==> config.mk <==
export PLATFORM = sky130hd
export DESIGN_NAME = alu_share_arbiter
export DESIGN_NICKNAME = d
export VERILOG_FILES = /design/src/rtl/alu_pkg.sv /design/src/rtl/alu_32_bit.sv /design/src/rtl/alu_share_arbiter.sv
export SDC_FILE = /design/constraint.sdc
export NUM_CORES = 1
export LEC_CHECK = 0
export CAP_MARGIN = 20
export CORE_MARGIN = 1.5
export CORE_UTILIZATION = 40
export DETAILED_ROUTE_END_ITERATION = 16
export PLACE_DENSITY = 0.72
export SETUP_SLACK_MARGIN = 0.15
export SYNTH_ARGS = -nofsm -noshare
export SYNTH_HDL_FRONTEND = slang
export SYNTH_SLANG_ARGS = --single-unit
==> constraint.sdc <==
create_clock -name clk -period 4.8 [get_ports clk]
set_input_delay 0.72 -clock clk [delete_from_list [all_inputs] [get_ports clk]]
set_output_delay 0.72 -clock clk [all_outputs]
set_load 0.05 [all_outputs]
==> src/rtl/alu_pkg.sv <==
// rtl/alu_pkg.sv - shared ALU opcode and width definitions
// Purpose: opcode encodings and datapath width shared by the ALU and its arbiter.
// Ports: none (package).
package alu_pkg;

  localparam int ALU_W = 32;

  localparam logic [3:0] OP_ADD  = 4'h0;
  localparam logic [3:0] OP_SLL  = 4'h1;
  localparam logic [3:0] OP_SLT  = 4'h2;
  localparam logic [3:0] OP_SLTU = 4'h3;
  localparam logic [3:0] OP_XOR  = 4'h4;
  localparam logic [3:0] OP_SRL  = 4'h5;
  localparam logic [3:0] OP_OR   = 4'h6;
  localparam logic [3:0] OP_AND  = 4'h7;
  localparam logic [3:0] OP_SUB  = 4'h8;
  localparam logic [3:0] OP_BEQ  = 4'h9;
  localparam logic [3:0] OP_BNE  = 4'hA;
  localparam logic [3:0] OP_BLT  = 4'hB;
  localparam logic [3:0] OP_BGE  = 4'hC;
  localparam logic [3:0] OP_SRA  = 4'hD;
  localparam logic [3:0] OP_BLTU = 4'hE;
  localparam logic [3:0] OP_BGEU = 4'hF;

endpackage

==> src/rtl/alu_32_bit.sv <==
// rtl/alu_32_bit.sv - combinational 32-bit ALU
// Purpose: purely combinational ALU; every opcode is defined.
// Ports:
//   op_i   opcode (alu_pkg OP_*)
//   in1_i  first operand
//   in2_i  second operand; shifts use in2_i[3:0] only
//   out_o  result; branch opcodes return 0 or 1
module alu_32_bit
  import alu_pkg::*;
(
  input  logic [3:0]       op_i,
  input  logic [ALU_W-1:0] in1_i,
  input  logic [ALU_W-1:0] in2_i,
  output logic [ALU_W-1:0] out_o
);

  logic [3:0] shamt;
  logic       lt_s;
  logic       lt_u;
  logic       eq;

  assign shamt = in2_i[3:0];
  assign lt_s  = $signed(in1_i) < $signed(in2_i);
  assign lt_u  = in1_i < in2_i;
  assign eq    = in1_i == in2_i;

  always_comb begin
    out_o = '0;
    unique case (op_i)
      OP_ADD:  out_o = in1_i + in2_i;
      OP_SLL:  out_o = in1_i << shamt;
      OP_SLT:  out_o = {{(ALU_W-1){1'b0}}, lt_s};
      OP_SLTU: out_o = {{(ALU_W-1){1'b0}}, lt_u};
      OP_XOR:  out_o = in1_i ^ in2_i;
      OP_SRL:  out_o = in1_i >> shamt;
      OP_OR:   out_o = in1_i | in2_i;
      OP_AND:  out_o = in1_i & in2_i;
      OP_SUB:  out_o = in1_i - in2_i;
      OP_BEQ:  out_o = {{(ALU_W-1){1'b0}}, eq};
      OP_BNE:  out_o = {{(ALU_W-1){1'b0}}, !eq};
      OP_BLT:  out_o = {{(ALU_W-1){1'b0}}, lt_s};
      OP_BGE:  out_o = {{(ALU_W-1){1'b0}}, !lt_s};
      OP_SRA:  out_o = $unsigned($signed(in1_i) >>> shamt);
      OP_BLTU: out_o = {{(ALU_W-1){1'b0}}, lt_u};
      OP_BGEU: out_o = {{(ALU_W-1){1'b0}}, !lt_u};
      default: out_o = '0;
    endcase
  end

endmodule

==> src/rtl/alu_share_arbiter.sv <==
// rtl/alu_share_arbiter.sv - round-robin sharing of one ALU between two requesters
// Purpose: arbitrate two valid/ready requesters onto a single combinational ALU
//          and capture the result in one registered response slot.
// Ports:
//   clk, rst_n                      clock, async active-low reset
//   reqN_valid/ready                requester N handshake (N = 0, 1)
//   reqN_op/a/b/tag                 requester N opcode, operands, opaque tag
//   rsp_valid/ready                 response slot handshake
//   rsp_id, rsp_result, rsp_tag     issuing port, registered ALU result, tag
module alu_share_arbiter
  import alu_pkg::*;
#(
  parameter int TAG_W = 4
) (
  input  logic             clk,
  input  logic             rst_n,
  input  logic             req0_valid,
  output logic             req0_ready,
  input  logic [3:0]       req0_op,
  input  logic [ALU_W-1:0] req0_a,
  input  logic [ALU_W-1:0] req0_b,
  input  logic [TAG_W-1:0] req0_tag,
  input  logic             req1_valid,
  output logic             req1_ready,
  input  logic [3:0]       req1_op,
  input  logic [ALU_W-1:0] req1_a,
  input  logic [ALU_W-1:0] req1_b,
  input  logic [TAG_W-1:0] req1_tag,
  output logic             rsp_valid,
  input  logic             rsp_ready,
  output logic             rsp_id,
  output logic [ALU_W-1:0] rsp_result,
  output logic [TAG_W-1:0] rsp_tag
);

  logic             last_grant_q, last_grant_d;
  logic             rsp_valid_q, rsp_valid_d;
  logic             rsp_id_q, rsp_id_d;
  logic [ALU_W-1:0] rsp_result_q, rsp_result_d;
  logic [TAG_W-1:0] rsp_tag_q, rsp_tag_d;

  logic             any_valid;
  logic             grant_id;
  logic             slot_free;
  logic             accept;
  logic [3:0]       alu_op;
  logic [ALU_W-1:0] alu_in1;
  logic [ALU_W-1:0] alu_in2;
  logic [ALU_W-1:0] alu_out;

  // On a tie the port that did not win last time goes; otherwise the lone
  // valid port wins. With no request grant_id is 0, which also parks the ALU
  // mux on port 0.
  always_comb begin
    any_valid = req0_valid || req1_valid;
    if (req0_valid && req1_valid) begin
      grant_id = !last_grant_q;
    end else begin
      grant_id = req1_valid;
    end
  end

  // A held result may drain and be replaced in the same cycle.
  assign slot_free  = !rsp_valid_q || rsp_ready;
  assign accept     = any_valid && slot_free;
  assign req0_ready = accept && !grant_id;
  assign req1_ready = accept && grant_id;

  assign alu_op  = grant_id ? req1_op : req0_op;
  assign alu_in1 = grant_id ? req1_a  : req0_a;
  assign alu_in2 = grant_id ? req1_b  : req0_b;

  alu_32_bit u_alu (
    .op_i  (alu_op),
    .in1_i (alu_in1),
    .in2_i (alu_in2),
    .out_o (alu_out)
  );

  always_comb begin
    last_grant_d = last_grant_q;
    rsp_valid_d  = rsp_valid_q;
    rsp_id_d     = rsp_id_q;
    rsp_result_d = rsp_result_q;
    rsp_tag_d    = rsp_tag_q;
    if (accept) begin
      last_grant_d = grant_id;
      rsp_valid_d  = 1'b1;
      rsp_id_d     = grant_id;
      rsp_result_d = alu_out;
      rsp_tag_d    = grant_id ? req1_tag : req0_tag;
    end else if (rsp_valid_q && rsp_ready) begin
      // Payload fields keep their last values after a plain drain.
      rsp_valid_d = 1'b0;
    end
  end

  always_ff @(posedge clk or negedge rst_n) begin
    if (!rst_n) begin
      last_grant_q <= 1'b1;
      rsp_valid_q  <= 1'b0;
      rsp_id_q     <= 1'b0;
      rsp_result_q <= '0;
      rsp_tag_q    <= '0;
    end else begin
      last_grant_q <= last_grant_d;
      rsp_valid_q  <= rsp_valid_d;
      rsp_id_q     <= rsp_id_d;
      rsp_result_q <= rsp_result_d;
      rsp_tag_q    <= rsp_tag_d;
    end
  end

  assign rsp_valid  = rsp_valid_q;
  assign rsp_id     = rsp_id_q;
  assign rsp_result = rsp_result_q;
  assign rsp_tag    = rsp_tag_q;

endmodule

After elaboration in Yosys (flattened, before gate mapping)

Cells that the tools add are included.

Magnitude comparators: 2
Mux-type cells: 8
Bitwise gates (word level): 3
Reduce and logical (&&, ||, !) cells: 17
Shift operators: 3
Add/subtract/negate cells: 2
Equal/unequal tests: 16

Operator list:

| kind               | number |
|---|---|
| $pmux 32 s14       | 1 |
| $lt 32x32->1       | 2 |
| $mux 32            | 2 |
| $add 32x32->32     | 1 |
| $and 32x32->32     | 1 |
| $eq 32x32->1       | 1 |
| $eq 4x4->1 const B | 8 |
| $or 32x32->32      | 1 |
| $shl 32x4->32      | 1 |
| $shr 32x4->32      | 1 |
| $sshr 32x4->32     | 1 |
| $sub 32x32->32     | 1 |
| $xor 32x32->32     | 1 |
| $eq 4x3->1 const B | 4 |
| $eq 4x2->1 const B | 2 |
| $mux 4             | 2 |
| $logic_not 1->1    | 6 |
| $logic_and 1x1->1  | 5 |
| $eq 4x1->1 const B | 1 |
| $logic_not 4->1    | 1 |
| $reduce_or 2->1    | 2 |
| $mux 1             | 3 |
| $logic_or 1x1->1   | 2 |
| $reduce_bool 2->1  | 1 |

Input bits: 149
Output and inout bits: 40
Bits in registers: 39
Word-level logic and storage cells: 56

Depth between registers and ports, before layout

Gate-level depths: netlist of the first run.

Depth in word-level cells: 6
Mapped depth: 22
Mapped depth without buffers: 16

Cells and area by module

A second synthesis of the first run with hierarchy kept.

Cell total of the unflattened synthesis: 1429
Area, all modules: 10820.4 µm²

Modules (own cells, without submodules):

| module            | cells each | times used | sequential area each (µm²) | area each (µm²) |
|---|---|---|---|---|
| alu_32_bit        | 1260       | 1          | 0.0                        | 8468.1 |
| alu_share_arbiter | 169        | 1          | 977.2                      | 2352.3 |

Least setup slack after synthesis of the first run

Ideal clock, no wire load.

Path kind: in2reg
Start: input req1_valid
End: register rsp_result_q[0], in the netlist rsp_result[0]
Setup time: 0.128 ns
Data arrival time: 5.109 ns
Path slack: -0.437 ns
Buffers on the path: 6
Stages on the path: 19
Required time: 4.672 ns
Cell sequence: a21boi_2 -> clkbuf_1 -> clkbuf_1 -> buf_4 -> clkbuf_1 -> clkbuf_1 -> nand2_1 -> nand2_1 -> ha_1 -> buf_6 -> or4_4 -> or4_4 -> nand2b_4 -> or3_4 -> and3b_1 -> o211ai_2 -> o41ai_1 -> nor4_1 -> o21ai_1

Cells in the longest elaborated chain, start to end: 6
Elaborated cells on any way between the ends: 40
Classes of those cells: 2 x add/sub; 2 x order compare; 16 x eq/ne; 3 x shift; 5 x mux; 3 x bitwise; 9 x reduce/logical

Ends and longest elaborated chain:

| item                                    | line                     | source |
|---|---|---|
| from (decl)                             | alu_share_arbiter.sv:23  | `input logic req1_valid,` |
| $logic_and 1x1->1                       | alu_share_arbiter.sv:56  | `if (req0_valid && req1_valid) begin` |
| $mux 1                                  | alu_share_arbiter.sv:56  |  |
| $mux 32 (tied with other cells)         | alu_share_arbiter.sv:70  | `assign alu_in1 = grant_id ? req1_a : req0_a;` |
| $lt 32x32->1 (tied with other cells)    | alu_32_bit.sv:24         | `assign lt_u = in1_i < in2_i;` |
| $logic_not 1->1 (tied with other cells) | alu_32_bit.sv:45         | `OP_BGEU: out_o = {{(ALU_W-1){1'b0}}, !lt_u};` |
| $pmux 32 s14                            | alu_32_bit.sv:29         | `unique case (op_i)` |
| to (signal assigned)                    | alu_share_arbiter.sv:109 | `rsp_result_q <= rsp_result_d;` |
| to (decl)                               | alu_share_arbiter.sv:39  | `logic [ALU_W-1:0] rsp_result_q, rsp_result_d;` |

Parallel ways exist; a longest one is shown, timed or not.
A chain may end at the register's enable or synchronous reset.

Final worst setup path of the first run

Ends and elaborated chain as after synthesis.

==> results of run 1 <==
==> registers in the layout (all words and copies together), names as in the netlist <==
name / cells
last_grant_q: 1
rsp_valid: 1
rsp_result: 32
rsp_tag: 4
rsp_id: 1
==> synthesized netlist by cell type, types with 28 or more instances <==
cell                         n
sky130_fd_sc_hd__buf_2      38
sky130_fd_sc_hd__a21oi_1   148
sky130_fd_sc_hd__clkbuf_1   71
sky130_fd_sc_hd__a211oi_1   39
sky130_fd_sc_hd__nand3_1    36
sky130_fd_sc_hd__nand2_1   315
sky130_fd_sc_hd__o21ai_0   102
sky130_fd_sc_hd__dfrtp_1    38
sky130_fd_sc_hd__xnor2_1    30
sky130_fd_sc_hd__nor3_1     28
sky130_fd_sc_hd__ha_1       97
sky130_fd_sc_hd__o211ai_1   46
sky130_fd_sc_hd__mux2_2     46
sky130_fd_sc_hd__nor2_1    160
sky130_fd_sc_hd__inv_1      98
sky130_fd_sc_hd__mux2i_1   144
==> worst reg2reg max path: stages, from the launching register on <==
cell	delay [ns]
sky130_fd_sc_hd__dfstp_2	0.58
sky130_fd_sc_hd__a21bo_4	0.35
sky130_fd_sc_hd__buf_12	0.23
sky130_fd_sc_hd__nand2_1	0.10
sky130_fd_sc_hd__nand2_1	0.15
sky130_fd_sc_hd__ha_1	0.27
sky130_fd_sc_hd__or4_4	0.52
sky130_fd_sc_hd__or4_4	0.46
sky130_fd_sc_hd__nand2b_4	0.18
sky130_fd_sc_hd__or3_4	0.39
sky130_fd_sc_hd__and3b_1	0.20
sky130_fd_sc_hd__o211ai_2	0.15
sky130_fd_sc_hd__o41ai_2	0.09
sky130_fd_sc_hd__nor4_1	0.21
sky130_fd_sc_hd__o21ai_1	0.11
==> where the power goes <==
group | total [µW] | internal (µW) | switching, µW | leakage, µW
Clock | 485 | 299 | 185 | 0.0000900
Combinational | 3240 | 1300 | 1940 | 0.00677
Sequential | 457 | 401 | 56.2 | 0.000459
Total | 4180 | 2000 | 2180 | 0.00732
==> worst min path at each step <==
stage | start | end | cells past startpoint
2_1_floorplan | rst_n | rsp_id$_DFFE_PN0P_ | 0
3_3_place_gp | rsp_id$_DFFE_PN0P_ | rsp_id$_DFFE_PN0P_ | 1
3_5_place_dp | rsp_id$_DFFE_PN0P_ | rsp_id$_DFFE_PN0P_ | 1
4_1_cts | rsp_id$_DFFE_PN0P_ | rsp_id$_DFFE_PN0P_ | 1
5_1_grt | rsp_id$_DFFE_PN0P_ | rsp_id$_DFFE_PN0P_ | 1
6_report | rsp_id$_DFFE_PN0P_ | rsp_id$_DFFE_PN0P_ | 1
==> layout by cell type, fill, tap and decap left out, drive strengths merged, types with 10 or more instances in the layout <==
cell type      instances
xnor2                 30
dfrtp                 38
a21o                  15
o22ai                 22
clkbuf                10
a21oi                148
clkdlybuf4s50        184
nand2                315
mux2i                144
nand4                 11
nor4                  14
a211oi                39
buf                  244
inv                  101
ha                    97
a221oi                24
nand2b                22
o21bai                12
or3                   10
nor3                  28
nor2                 160
a31oi                 23
o31ai                 14
o211ai                47
o21ai                106
nor2b                 27
mux2                  47
nand3                 36
==> cell families (layout without fill, tap and decap cells) <==
kind of cell / count (synthesis) / in the layout / synth area share [%]
AO/OA/AOI/OAI: 546 / 546 / 29.83
multiplexers: 191 / 191 / 16.45
adder cells (fa/ha/maj): 99 / 99 / 10.47
XOR/XNOR: 33 / 33 / 2.413
flip-flops: 39 / 39 / 8.158
AND/OR/NAND/NOR: 657 / 657 / 24.33
buffers and inverters: 239 / 544 / 8.356
==> layout make-up <==
| cell class | count | area [µm²] | share of cell area, % |
|---|---|---|---|
| Multi-Input combinational cell | 1526 | 10360 | 63.37 |
| Timing Repair Buffer | 434 | 3949 | 24.15 |
| Sequential cell | 39 | 977.2 | 5.976 |
| Tap cell | 390 | 488.0 | 2.984 |
| Inverter | 102 | 382.9 | 2.341 |
| Clock buffer | 5 | 125.1 | 0.7651 |
| Clock inverter | 3 | 67.56 | 0.4132 |
==> metrics by stage <==
stage | setup TNS [ns] | util [%]
global route | 0 | 55.32
CTS | 0 | 53.71
global placement | -0.7124 | 53.05
finish | 0 | 55.32
detailed placement | -1.659 | 53.05
floorplan | 0 | -
==> per-layer routing <==
layer | GRT usage (%) | share of wire, % | routed length [µm] | vias to the layer above
li1 | - | - | - | 7128
met1 | 47.42 | 40 | 24900 | 7439
met2 | 62.89 | 45 | 27670 | 891
met3 | 3.510 | 7.3 | 4490 | 188
met4 | 25.78 | 7.8 | 4849 | 2
met5 | 0 | 0.021 | 13 | -
==> what timing repair did <==
action                                  CTS  global route
pin swaps                                 0            11
cloned                                    0             5
gates resized for setup                   4            67
buffers inserted                          0             4
endpoints found under the setup margin    5            16
==> results.cfg, run 1 <==
[clocking]
cts_root_buffer = sky130_fd_sc_hd__clkbuf_16
clk_path_buf_depth = 2
clkLatencyLatePin_ns = 0.31
cts.clk_slew.worst_paths_ns = 0.08
postCtsHoldBufs = 0
tritoncts.num_buffers = 5
clock-sinks = 39
tritoncts = done
htree_num_levels = 2

[timing]
final.hold.worst_slack_ns = 0.4803
grt_setup_unrepaired = true
hold_viol_final = 0
timing.final.max_slew_violations = 0
final.setup_skew_ns = 0.006997
worst_pin_slew_ns = 1.239
fin_crit_sh_pct = 95.21
clock.fmax_mhz = 218.8
setup_viol = 0
max_slew_margin_pct = 17.37
timing.final.ws_setup_ns = 0.2301
min_tclk_post_route_ns = 4.570

[cells_and_area]
share_of_post_route_cells_with_drive_strength_above_1_pct = 17.69
fin_cells = 2499
nNetsFinal = 2356
num_antenna_cells = 0
area_overhead_vs_synth_pct = 36.52
design_area_um2 = 16350
fillCellCount = 2909

[worst_setup_path]
critPathCapture = rsp_result[0]$_DFFE_PN0P_
rr_endpoint = rsp_result[0]$_DFFE_PN0P_
worst_r2r_src = last_grant_q$_DFFE_PN1P_
timing.critical_path.depth = 16
cp_num_buf_inv = 3
crit_path_cell_trace = clkdlybuf4s50_1 -> a21boi_4 -> buf_12 -> buf_16 -> nand2_1 -> nand2_1 -> ha_1 -> or4_4 -> or4_4 -> nand2b_4 -> or3_4 -> and3b_1 -> o211ai_2 -> o41ai_2 -> nor4_1 -> o21ai_1
arrival_ns = 4.77
worst_r2r_setup_slack_ns = 0.69
cpLargestDelayFamily = simple AND/OR/NAND/NOR gates
reg2reg_depth = 14
endpoint_kind = flip-flop
kind_of_start_point_of_the_critical_path = input port
cp_max_fo = 13
cp_max_stage_delay_ns = 0.52
worst-setup-path-type = input port to flip-flop
critPathLaunch = req1_valid
cp.required_ns = 5.00
crit_slowest_cell = sky130_fd_sc_hd__or4_4

[global_routing]
grt_max_degree = 70
grt_pass1_wl_um = 89870
overflow = 0
grt_antenna_before_repair = 1
grt_pass1_vias = 14630
globalRouteTotalUtil_pct = 38.24

[detailed_routing]
detail_route.iter0.violations = 1778
vias_per_std_cell = 6.262
route.antenna.remaining_nets = 0
vias = 15650
post_drt_wl_per_cell_um = 24.78
routed_wl_um = 61920
number_of_drc_violations_after_detailed_routing = 0
first_pass_iters = 6

[synth]
synth_largest_area_cell = sky130_fd_sc_hd__mux2i_1
synthesis.yosys.warnings = 0
post_synth_num_cell_types = 75
yosysSeqAreaShare_pct = 8.158
synth_area_per_inst_um2 = 6.640
synth-seq-cells = 39
netlist_instances = 1804
postSynthNetCount = 2052
async_reset_ff_share_pct = 100.0
netlist_area_um2 = 11980
ys.flop_type = sky130_fd_sc_hd__dfrtp_1
synth_edf_count = 0
netlist_top_cells_area = sky130_fd_sc_hd__mux2i_1 12%, sky130_fd_sc_hd__ha_1 10%, sky130_fd_sc_hd__nand2_1 9.9%
synthDominantCellAreaShare_pct = 12.03

[floorplanning]
design.core.area_um2 = 29560
floorplan.io_pins = 189
fp.dieH_um = 176.1
die_area_um2 = 31000
chip_width_um = 176.1
fp-row-count = 63
floorplan.initialDensity_pct = 40.52

[status]
result_of_the_run = complete, no violations

[place]
placed_instances = 2482
detailedPlace.worstSlack_ns = -0.2656
place.detailed.hpwl_um = 48070
gp_routability_congestion = 1.032
numPortBuffers = 188
dpl_cell_area_um2 = 15680

[power]
totalPowerFinal_uw = 4180
power.density_nw_per_um2 = 255.6
power.static_leakage_uw = 0.007319
vdd_drop_max_mv = 0.2081

[hold_path]
min_path_type = flip-flop to flip-flop

[run]
timing.max_cap.violations = 0
Power figures use the tool's default switching activity.
==> inputs of run 2 (changes only) <==
--- a/config.mk
+++ b/config.mk
@@ -8,6 +8,7 @@
 export CAP_MARGIN = 20
 export CORE_MARGIN = 1.5
 export CORE_UTILIZATION = 40
+export CTS_CLUSTER_SIZE = 10
 export DETAILED_ROUTE_END_ITERATION = 16
 export PLACE_DENSITY = 0.72
 export SETUP_SLACK_MARGIN = 0.15
==> results of run 2 <==
No change in the layout: final DEF, timing and power equal those of run 1.
==> inputs of run 3 (changes only) <==
--- a/config.mk
+++ b/config.mk
@@ -6,6 +6,7 @@
 export NUM_CORES = 1
 export LEC_CHECK = 0
 export CAP_MARGIN = 20
+export CORE_ASPECT_RATIO = 0.7
 export CORE_MARGIN = 1.5
 export CORE_UTILIZATION = 40
 export CTS_CLUSTER_SIZE = 10
==> run 3 against run 2 <==
Effect of this change:
- count of clock-buffer cells in the layout did not move
- combinational power rose by 2%
- die area barely moved
- cell area rose by 0.67%
- first-iteration DRC count rose by 2.0%
- non-clock buffer count rose by 47
- hold slack got worse by 0.0012 ns
- critical path type unchanged
- register-to-register slack got worse by 0.09 ns
- sequential power rose by 2%
==> results.cfg, run 3 (synthesized netlist as in run 1, its figures left out) <==
[cells_and_area]
area_overhead_vs_synth_pct = 37.43
largest_register_ffs = 32
layout_common_cells = 313 x sky130_fd_sc_hd__nand2_1, 277 x sky130_fd_sc_hd__buf_4, 183 x sky130_fd_sc_hd__clkdlybuf4s50_1
final_common_cell = sky130_fd_sc_hd__nand2_1
postLayoutCoreUtil_pct = 56.48
share_of_post_route_cells_with_drive_strength_above_1_pct = 18.27
design_area_um2 = 16460
nNetsFinal = 2403

[worst_setup_path]
cpLargestDelayFamily = compound AO/OA/AOI/OAI gates
path_common_cell = sky130_fd_sc_hd__buf_4
cp.required_ns = 5.00
cp_num_buf_inv = 7
kind_of_start_point_of_the_critical_path = input port
cp_max_stage_delay_ns = 0.43
crit_path_cell_trace = dlymetal6s2s_1 -> a21boi_4 -> buf_12 -> buf_4 -> buf_4 -> mux2_2 -> ha_1 -> inv_1 -> fa_1 -> nor2b_1 -> o21ai_2 -> a311oi_2 -> nor3_2 -> buf_4 -> o31ai_1 -> buf_4 -> a311oi_1 -> nor2_1 -> a21o_1 -> o41a_1
cp_max_fo = 7
endpoint_kind = flip-flop
crit_slowest_cell = sky130_fd_sc_hd__fa_1
arrival_ns = 4.43
worst-setup-path-type = input port to flip-flop

[clocking]
tritoncts = done
clock-sinks = 39
cts_root_buffer = sky130_fd_sc_hd__clkbuf_16
htree_num_levels = 2
cts.clk_slew.worst_paths_ns = 0.07
tritoncts.num_buffers = 5
clk_path_buf_depth = 2
clkLatencyLatePin_ns = 0.32
postCtsHoldBufs = 0

[timing]
timing.final.max_slew_violations = 0
clock.fmax_mhz = 236.1
grt_setup_unrepaired = false
timing.final.ws_setup_ns = 0.5648
final.setup_skew_ns = 0.004394
hold_viol_final = 0
min_tclk_post_route_ns = 4.235
fin_crit_sh_pct = 88.23
max_slew_margin_pct = 31.43
worst_pin_slew_ns = 1.029
setup_viol = 0

[place]
dpl_cell_area_um2 = 15920
detailedPlace.worstSlack_ns = -0.2709
gp_routability_congestion = 1.033
numPortBuffers = 188
place.detailed.hpwl_um = 48560

[global_routing]
grt_pass1_wl_um = 90560
overflow = 0
globalRouteTotalUtil_pct = 38.50
grt_pass1_vias = 14590
grt_antenna_before_repair = 0
grt_max_degree = 67

[floorplanning]
chip_width_um = 209.8
floorplan.initialDensity_pct = 41.10
die_area_um2 = 31010
fp-row-count = 52
floorplan.io_pins = 189
fp.dieH_um = 147.8
design.core.area_um2 = 29150

[detailed_routing]
vias = 15730
route.antenna.remaining_nets = 0
first_pass_iters = 6
vias_per_std_cell = 6.204
number_of_drc_violations_after_detailed_routing = 0
detail_route.iter0.violations = 1814
post_drt_wl_per_cell_um = 24.46
routed_wl_um = 62010

[power]
vdd_drop_max_mv = 0.1817
power.static_leakage_uw = 0.007524
power.density_nw_per_um2 = 251.0

[status]
result_of_the_run = complete, no violations

[hold_path]
min_path_type = flip-flop to flip-flop

[run]
timing.max_cap.violations = 0
## run 3: cell types whose count changed in the layout (fill, tap and decap cells not counted), sizes merged
cell / before / now
buf: 244 / 292
bufinv: 2 / 0
clkbuf: 10 / 9
clkdlybuf4s50: 184 / 183
clkinv: 1 / 2
clkinvlp: 1 / 2
diode: 0 / 1
dlymetal6s2s: 1 / 2
## run 3: per-stage QoR
step	hold slack (ns)	cells	total power, µW	setup TNS, ns
after CTS	0.4836	2510	3965	0
after detailed placement	0.4679	2502	3570	-1.283
after floorplan	0.4244	1804	2218	0
final	0.4791	2535	4132	0
after global routing	0.5172	2534	4335	0
after global placement	0.4587	2502	3567	-0.4000
## run 3: final timing paths
| check | start | to | slack, ns | cells after the start |
|---|---|---|---|---|
| worst max-delay path | req1_valid | rsp_result[24]$_DFFE_PN0P_ | 0.56 | 20 |
| worst min-delay path | rsp_result[4]$_DFFE_PN0P_ | rsp_result[4]$_DFFE_PN0P_ | 0.48 | 2 |
| worst max register to register | last_grant_q$_DFFE_PN1P_ | rsp_result[24]$_DFFE_PN0P_ | 0.60 | 19 |
| worst min register to register | rsp_result[4]$_DFFE_PN0P_ | rsp_result[4]$_DFFE_PN0P_ | 0.48 | 2 |
| max in group asynchronous | rst_n | rsp_result[15]$_DFFE_PN0P_ | 3.83 | 2 |
| min in group asynchronous | rst_n | rsp_result[6]$_DFFE_PN0P_ | 0.51 | 2 |
## run 3: timing repair
action / CTS / global route
endpoints found under the setup margin: 4 / 17
gates cloned: 0 / 4
hold endpoints to repair: 0 / 0
pin swaps: 0 / 7
resized for setup: 4 / 34
setup buffers: 0 / 20
## run 3: layout make-up
class	instances	area, µm²
diodes	1	2.502
clock inverters	3	20.02
inverters	102	382.9
fillers	2840	12680
multi-input cells	1526	10190
clock buffers	5	125.1
flip-flops and latches	39	977.2
repair buffers	481	4290
well taps	378	473.0
## run 3: report_power, final
group	total, µW	switching, µW	internal, µW
clock	382	189	193
combinational	3290	1950	1340
sequential	464	63.2	401
## run 3: worst reg2reg max path, cell delays in order (launching register included)
cell and delay, ns:
sky130_fd_sc_hd__dfstp_2 0.58, sky130_fd_sc_hd__a21boi_4 0.08, sky130_fd_sc_hd__buf_12 0.15, sky130_fd_sc_hd__buf_4 0.14
sky130_fd_sc_hd__buf_4 0.13, sky130_fd_sc_hd__mux2_2 0.26, sky130_fd_sc_hd__ha_1 0.18, sky130_fd_sc_hd__inv_1 0.06
sky130_fd_sc_hd__fa_1 0.43, sky130_fd_sc_hd__nor2b_1 0.17, sky130_fd_sc_hd__o21ai_2 0.21, sky130_fd_sc_hd__a311oi_2 0.16
sky130_fd_sc_hd__nor3_2 0.18, sky130_fd_sc_hd__buf_4 0.16, sky130_fd_sc_hd__o31ai_1 0.07, sky130_fd_sc_hd__buf_4 0.15
sky130_fd_sc_hd__a311oi_1 0.34, sky130_fd_sc_hd__nor2_1 0.09, sky130_fd_sc_hd__a21o_1 0.16, sky130_fd_sc_hd__o41a_1 0.39
## run 3: routing by layer
metal | vias up | wire, µm | global-route usage, % | part of all wire (%)
met1 | 7450 | 27000 | 53.11 | 44
met3 | 128 | 6356 | 7.287 | 10
met5 | - | 0 | 0 | 0
li1 | 7237 | - | - | -
met2 | 912 | 25770 | 58.89 | 42
met4 | 0 | 2881 | 15.58 | 4.6
